[config.mk]
export PLATFORM = sky130hd
export DESIGN_NAME = vga_char_render
export DESIGN_NICKNAME = d
export VERILOG_FILES = /design/src/rtl/vga_char_render.sv
export SDC_FILE = /design/constraint.sdc
export NUM_CORES = 1
export LEC_CHECK = 0
export BUFFER_PORTS_ARGS = -buffer_cell sky130_fd_sc_hd__buf_2
export CORE_ASPECT_RATIO = 0.9
export CORE_MARGIN = 2
export CORE_UTILIZATION = 29
export DETAILED_ROUTE_END_ITERATION = 12
export GPL_TIMING_DRIVEN = 0
export SLEW_MARGIN = 25
export SYNTH_ARGS = -nofsm -noshare
export SYNTH_HDL_FRONTEND = slang
export SYNTH_SLANG_ARGS = --single-unit
[constraint.sdc]
create_clock -name clk50M -period 3.7 [get_ports clk50M]
set_input_delay 0.555 -clock clk50M [delete_from_list [all_inputs] [get_ports clk50M]]
set_output_delay 0.555 -clock clk50M [all_outputs]
set_load 0.005 [all_outputs]
[src/rtl/vga_char_render.sv]
// vga_char_render: draws one 8x16 character cell into a 400x300 8bpp framebuffer.
// A command (code, cell column/row, fg/bg colour) is accepted in IDLE. For each
// of the 16 glyph rows the font ROM is read (FETCH), its output latched (LATCH)
// and eight pixel writes are issued (DRAW), one per clock, on a write port that
// feeds the VGA driver directly. Commands addressing cells outside the visible
// grid are accepted and dropped silently.
// Optional build macro VGA_CHAR_RENDER_TRANSPARENT_EN: glyph 0-bits are skipped
// (write_enable stays low) so background pixels keep prior framebuffer contents.
module vga_char_render #(
    parameter int ADDR_WIDTH   = 18,
    parameter int STRIDE_SHIFT = 9,
    parameter int COLS         = 50,
    parameter int ROWS         = 18
) (
    input  logic                  clk50M,
    input  logic                  rst,
    input  logic                  in_valid,
    output logic                  in_ready,
    input  logic [6:0]            in_char,
    input  logic [5:0]            in_col,
    input  logic [4:0]            in_row,
    input  logic [7:0]            in_fg,
    input  logic [7:0]            in_bg,
    output logic [10:0]           font_addr,
    input  logic [7:0]            font_data,
    output logic [ADDR_WIDTH-1:0] write_addr,
    output logic [7:0]            write_data,
    output logic                  write_enable,
    output logic                  busy
);

    typedef enum logic [1:0] {
        ST_IDLE  = 2'd0,
        ST_FETCH = 2'd1,
        ST_LATCH = 2'd2,
        ST_DRAW  = 2'd3
    } state_t;

    state_t          state_r;
    logic [6:0]      char_r;
    logic [5:0]      col_r;
    logic [4:0]      row_r;
    logic [7:0]      fg_r;
    logic [7:0]      bg_r;
    logic [3:0]      glyph_row_r;
    logic [2:0]      px_r;
    // Remaining glyph bits after the leftmost one; bit 6 is the next pixel.
    logic [6:0]      glyph_r;

    logic                  pix_bit_s;
    logic [2:0]            next_px_s;
    logic [8:0]            line_s;
    logic [ADDR_WIDTH-1:0] pix_addr_s;
    logic [7:0]            pix_color_s;
    logic                  emit_we_s;
    logic                  cmd_ok_s;

    // Next pixel to present: outputs are registered, so the pixel shown in a
    // DRAW cycle is computed one cycle earlier (pixel 0 straight from the ROM).
    always_comb begin
        pix_bit_s   = 1'b0;
        next_px_s   = 3'd0;
        line_s      = {row_r, glyph_row_r};
        pix_addr_s  = '0;
        pix_color_s = 8'd0;
        emit_we_s   = 1'b0;
        cmd_ok_s    = 1'b0;

        if (state_r == ST_LATCH) begin
            pix_bit_s = font_data[7];
            next_px_s = 3'd0;
        end else begin
            pix_bit_s = glyph_r[6];
            next_px_s = px_r + 3'd1;
        end

        // line = row*16 + r; address arithmetic wraps at ADDR_WIDTH.
        pix_addr_s  = (ADDR_WIDTH'(line_s) << STRIDE_SHIFT)
                    + (ADDR_WIDTH'(col_r) << 3)
                    + ADDR_WIDTH'(next_px_s);
        pix_color_s = pix_bit_s ? fg_r : bg_r;

`ifdef VGA_CHAR_RENDER_TRANSPARENT_EN
        emit_we_s = pix_bit_s;
`else
        emit_we_s = 1'b1;
`endif

        cmd_ok_s = (int'(in_col) < COLS) && (int'(in_row) < ROWS);
    end

    // Command sequencer and registered framebuffer/font-ROM outputs.
    always_ff @(posedge clk50M or posedge rst) begin
        if (rst) begin
            state_r      <= ST_IDLE;
            char_r       <= 7'd0;
            col_r        <= 6'd0;
            row_r        <= 5'd0;
            fg_r         <= 8'd0;
            bg_r         <= 8'd0;
            glyph_row_r  <= 4'd0;
            px_r         <= 3'd0;
            glyph_r      <= 7'd0;
            in_ready     <= 1'b1;
            busy         <= 1'b0;
            font_addr    <= 11'd0;
            write_addr   <= '0;
            write_data   <= 8'd0;
            write_enable <= 1'b0;
        end else begin
            case (state_r)
                ST_IDLE: begin
                    write_enable <= 1'b0;
                    if (in_valid) begin
                        char_r      <= in_char;
                        col_r       <= in_col;
                        row_r       <= in_row;
                        fg_r        <= in_fg;
                        bg_r        <= in_bg;
                        glyph_row_r <= 4'd0;
                        if (cmd_ok_s) begin
                            // font_addr is registered so it is valid during FETCH.
                            font_addr <= {in_char, 4'd0};
                            state_r   <= ST_FETCH;
                            in_ready  <= 1'b0;
                            busy      <= 1'b1;
                        end else begin
                            // Off-screen cell: swallow the command, stay ready.
                            state_r  <= ST_IDLE;
                            in_ready <= 1'b1;
                            busy     <= 1'b0;
                        end
                    end else begin
                        state_r  <= ST_IDLE;
                        in_ready <= 1'b1;
                        busy     <= 1'b0;
                    end
                end

                ST_FETCH: begin
                    // ROM samples font_addr at the end of this cycle.
                    write_enable <= 1'b0;
                    state_r      <= ST_LATCH;
                end

                ST_LATCH: begin
                    glyph_r      <= font_data[6:0];
                    px_r         <= 3'd0;
                    state_r      <= ST_DRAW;
                    write_enable <= emit_we_s;
                    if (emit_we_s) begin
                        write_addr <= pix_addr_s;
                        write_data <= pix_color_s;
                    end else begin
                        write_addr <= write_addr;
                        write_data <= write_data;
                    end
                end

                ST_DRAW: begin
                    if (px_r != 3'd7) begin
                        px_r         <= next_px_s;
                        glyph_r      <= {glyph_r[5:0], 1'b0};
                        write_enable <= emit_we_s;
                        if (emit_we_s) begin
                            write_addr <= pix_addr_s;
                            write_data <= pix_color_s;
                        end else begin
                            write_addr <= write_addr;
                            write_data <= write_data;
                        end
                    end else begin
                        write_enable <= 1'b0;
                        if (glyph_row_r != 4'd15) begin
                            glyph_row_r <= glyph_row_r + 4'd1;
                            font_addr   <= {char_r, glyph_row_r + 4'd1};
                            state_r     <= ST_FETCH;
                        end else begin
                            state_r  <= ST_IDLE;
                            in_ready <= 1'b1;
                            busy     <= 1'b0;
                        end
                    end
                end

                default: begin
                    state_r      <= ST_IDLE;
                    in_ready     <= 1'b1;
                    busy         <= 1'b0;
                    write_enable <= 1'b0;
                end
            endcase
        end
    end

endmodule
==> After elaboration in Yosys (flattened, before gate mapping) <==
Cells that the tools add are included.
{ "totals": {"ff_bits": 90, "inputBits": 45, "word_cells": 79, "out_inout_bits": 40} }
{ "classes": {"n_eq_ne": 11, "magnitude_cmp": 2, "n_mux": 37, "reduce_logical": 10, "add_sub_neg": 4} }
{ "op_table": {"columns": ["operator", "count"], "rows": [
  ["2-to-1 mux 11 bit", 4],
  ["one-hot mux 18 bit (2 select lines)", 1],
  ["one-hot mux 11 bit (2 select lines)", 1],
  ["adder 18 x 3 -> 18 bit", 1],
  ["adder 18 x 9 -> 18 bit", 1],
  ["2-to-1 mux 18 bit", 1],
  ["2-to-1 mux 8 bit", 2],
  ["one-hot mux 8 bit (2 select lines)", 1],
  ["one-hot mux 7 bit (2 select lines)", 1],
  ["2-to-1 mux 1 bit", 12],
  ["2-to-1 mux 4 bit", 3],
  ["inequality test 2 bit (second input constant)", 6],
  ["one-hot mux 2 bit (4 select lines)", 1],
  ["one-hot mux 4 bit (2 select lines)", 1],
  ["2-to-1 mux 7 bit", 1],
  ["less-than comparator 6 bit (second input constant)", 1],
  ["2-to-1 mux 3 bit", 2],
  ["one-hot mux 3 bit (2 select lines)", 1],
  ["less-than comparator 5 bit (second input constant)", 1],
  ["AND reduction 5 bit", 1],
  ["adder 4 x 1 -> 4 bit (second input constant)", 1],
  ["== test 2 bit (second input constant)", 2],
  ["2-to-1 mux 2 bit", 2],
  ["inequality test 4 bit (second input constant)", 1],
  ["other kinds (12)", 15]
]} }

==> Logic depth before layout (Yosys ltp) <==
{ "logic_depth": {"depth_word": 5, "depth_mapped": 7, "depth_no_buf": 6} }

==> Least setup slack after synthesis <==
Ideal clock, no wire load.
{ "synth_path": {"kind": "register to register", "start": "reg glyph_row_r[0]", "end": "reg font_addr[0]", "required_time_ps": 3575, "path_slack_ps": 1630, "setup_ps": 125, "synth_period_minus_slack_ps": 2070, "arrival_time_ps": 1945, "stages_incl_launch_ff": 7, "n_path_buf": 1, "cell_sequence": "dfrtp_1 -> ha_1 -> and3_4 -> a2111oi_4 -> and3_4 -> buf_12 -> mux2_4"} }
{ "synth_between": {"elab_chain_cells": 4, "word_cells_on_any_way": 7, "cone_classes": "add/sub (1); eq/ne (2); mux (3); reduce/logical (1)"} }
{ "synth_lines": {"columns": ["item", "line_no", "rtl"], "rows": [
  ["start: declaration", "45", "logic [3:0] glyph_row_r;"],
  ["start signal: assignment", "175", "glyph_row_r <= glyph_row_r + 4'd1;"],
  ["adder 4 x 1 -> 4 bit", "176", "font_addr <= {char_r, glyph_row_r + 4'd1};"],
  ["2-to-1 mux 11 bit", "174", "if (glyph_row_r != 4'd15) begin"],
  ["2-to-1 mux 11 bit", "161", "if (px_r != 3'd7) begin"],
  ["one-hot mux 11 bit (2 select lines)", "111", "case (state_r)"],
  ["end signal: assignment", "123", "font_addr <= {in_char, 4'd0};"],
  ["end signal: assignment", "176", null],
  ["end: declaration", "24", "output logic [10:0] font_addr,"]
]} }
Parallel ways exist; a longest one is shown, timed or not. The select of a mux whose other input is x is not followed.
A chain may end at the register's enable or synchronous reset.

==> Worst setup path after layout <==
{ "layout_path": {"start": "reg glyph_row_r[0]", "end": "reg font_addr[3]"} }
The elaborated chain is that of the path after synthesis.

==> out/metrics.yaml <==
global_route:
  grt_use_met2: 0.206
  top_usage_layer: "met2"
  grt_pass1_vias: 2692
  use_met1: 0.159
  grt_usage: 0.129
  grt_pass1_wl_um: 14100
  antenna_found_initial: 0
  grt.overflow.total: 0
  grt_start_max_net_pins: 54
  groute.layer.met3.usage: 0.0525
timing:
  rsz0062_at_grt: "no"
  period_needed_ns: 2.32
  drv_slew: 0
  tns_ns: 0
  hold_violations: 0
  skew_ns: 0.00678
  layout_setup_ws_ns: 1.38
  finalSetupViolations: 0
  max_freq_ghz: 0.431
  maxSlewHeadroom: 0.452
  min_period_over_period: 0.627
  worst_slew_pin_slew_ns: 0.805
power_and_ir_drop:
  ir_worst_vdd_mv: 0.184
  combPwrFrac: 0.027
  p_seq_frac: 0.499
  powerDensity_nw_per_um2: 408
  p_int_mw: 1.56
  p_leak_nw: 2.59
  p_total_mw: 1.97
  switching_share: 0.208
  clockPowerShare: 0.474
  p_switching_mw: 0.410
floorplanning:
  core_area_um2: 13200
  die_area_um2: 14300
  die_w_um: 126
  die_h_um: 114
  start_util: 0.294
  fp-row-count: 40
  num_io_pins: 85
clock_network:
  numCtsBuffers: 9
  cts_buffer_depth: 2
  cts_tree: "yes"
  cts-root-buf: "clkbuf_16"
  clkLatencyLatePin_ns: 0.34
  cts.sinks: 90
  cts_hold_buf: 0
  post_cts_resized: 0
  postCtsSetupRepairBufs: 0
  cts_htree_levels: 3
  path_clk_slew_ns: 0.06
routing:
  routedWlPerCell_um: 15.8
  drtIter0Drc: 77
  drt_wl_total_um: 8560
  drt-pass1-iter-count: 4
  postRouteAntennaNets: 0
  vias: 2469
  vias_per_cell: 4.55
  route.detailed.drc: 0
synthesis:
  syn-cell-area_um2: 3870
  ys_seq_area_frac: 0.583
  yosys_warnings: 0
  synth_xor_area_frac: 0.00453
  synth_top_family_by_area: "multiplexers"
  synth_cells: 275
  synth_mux_area_frac: 0.252
  syn_nets: 327
  ys_types: 35
  synthAdderAreaFrac: 0.0227
  synth_simple_gate_area_frac: 0.0570
  ys_ff_latch: 90
  syn_avg_cell_area_um2: 14.1
  synth_compound_area_frac: 0.0576
critical_path:
  path_max_fanout: 10
  cp-start-kind: "register"
  cp_slowest_cell: "a2111oi_4"
  r2r_cells: 6
  criticalPathCategory: "reg -> reg"
  end_kind: "register"
  critical_path_depth: 6
  cp_common_cell: "and3_4"
  crit_buf_inv: 1
  crit_family: "simple AND/OR/NAND/NOR gates"
  crit_required_ns: 3.92
  cp_slowest_stage_delay_ns: 0.50
  path_cells: "ha_1, and3_4, a2111oi_4, and3_4, buf_12, mux2_4"
  critPathArrivalTime_ns: 2.54
place:
  gp_congestion: 0.714
  hpwl_um: 6140
  dp_slack_ns: 1.37
  port_buffers: 84
layout:
  syn_to_final_growth_pct: 25.0
  diodes: 0
  drive_gt1_frac: 0.480
  nNetsFinal: 423
worst_hold_path:
  min_path_type: "in -> async"
job:
  cap_violations: 0
status:
  status: "finished, final reports clean"
## layout by cell type (no fill, tap or decap), types with 2 or more instances in the layout
cell type / instances
o21ai_0: 16
a21oi_1: 3
nand2_1: 19
o311ai_0: 2
inv_1: 4
nand3_1: 2
a21o_1: 2
or3_1: 2
mux2_2: 60
nor3_1: 3
and2_1: 2
ha_1: 7
dfrtp_1: 89
clkbuf_1: 8
a22o_1: 5
clkbuf_8: 2
nor2b_1: 4
mux2_4: 9
mux2i_1: 15
nor2_1: 3
clkbuf_16: 9
buf_2: 86
and3_4: 2
nand2b_1: 2
## stage by stage
step,util,hold WS (ns),instance area [um^2],std cells
after floorplan,-,0.450,3870,275
after global placement,0.342,0.459,4500,527
after detailed placement,0.344,0.461,4530,528
after CTS,0.367,0.207,4830,543
after global routing,0.367,0.214,4830,543
final,0.367,0.204,4830,543
## registers in the layout (all words and copies together) (netlist names)
signal,flops
write_addr,18
font_addr,11
bg_r,8
fg_r,8
write_data,8
char_r,7
glyph_r,7
col_r,6
row_r,5
glyph_row_r,4
px_r,3
state_r,2
busy,1
in_ready,1
write_enable,1
## power groups by stage
stage                     clock network, mW  logic (mW)  registers, mW
after CTS                             0.973      0.0552          0.984
after detailed placement                  0      0.0551           1.00
after global routing                   1.02      0.0605          0.983
final                                 0.936      0.0525          0.984
after floorplan                           0      0.0165           1.00
after global placement                    0      0.0488           1.00
## layer usage
metal	up-vias	wire length [um]
met3	13	555
met4	0	174
li1	1167	-
met5	-	0
met1	1223	3730
met2	66	4090
## synth_stat cells, drive strengths merged
cell	n	area [um^2]
o31ai	1	7.51
nor3	3	15.0
nand4	1	6.26
nand2b	2	12.5
a21oi	3	15.0
xnor2	1	8.76
a22o	5	43.8
xor2	1	8.76
a2111oi	1	27.5
o311ai	2	17.5
and3	2	22.5
nand2	19	71.3
nor2b	5	38.8
a21o	2	15.0
o21ai	16	80.1
nand3	2	10.0
a311oi	1	8.76
o21a	1	7.51
dfrtp	89	2230
nand3b	1	7.51
mux2i	16	164
and2	2	12.5
mux2	69	811
buf	4	41.3
inv	5	18.8
dfstp	1	26.3
nor2	3	11.3
ha	7	87.6
clkbuf	8	30.0
or3	2	12.5
## final timing paths
check / startpoint / end / slack (ns)
setup / recovery: glyph_row_r[0] / font_addr[3] / 1.38
hold reg to reg: write_addr[0] / write_addr[0] / 0.48
min in group clk50M: in_fg[1] / fg_r[1] / 0.44
setup reg to reg: glyph_row_r[0] / font_addr[3] / 1.38
hold / removal: rst / fg_r[0] / 0.20
max in group asynchronous: rst / in_ready / 2.86
## layout make-up
type | instances | area [um^2]
fill | 1295 | 8330
sequential | 90 | 2250
multi-input combinational | 168 | 1520
timing repair buffer | 85 | 448
clock buffer | 11 | 253
tap | 168 | 210
buffer | 12 | 71.3
clock inverter | 4 | 51.3
inverter | 5 | 23.8
## kinds of logic (layout without fill, tap and decap cells)
| family | Yosys count | in the layout |
|---|---|---|
| mux | 85 | 85 |
| simple gates | 42 | 42 |
| fa+ha+maj | 7 | 7 |
| xor+xnor | 2 | 2 |
| flops | 90 | 90 |
| buf+inv | 17 | 117 |
| compound gates | 32 | 32 |
No activity file was read; power rests on OpenSTA's default activity.
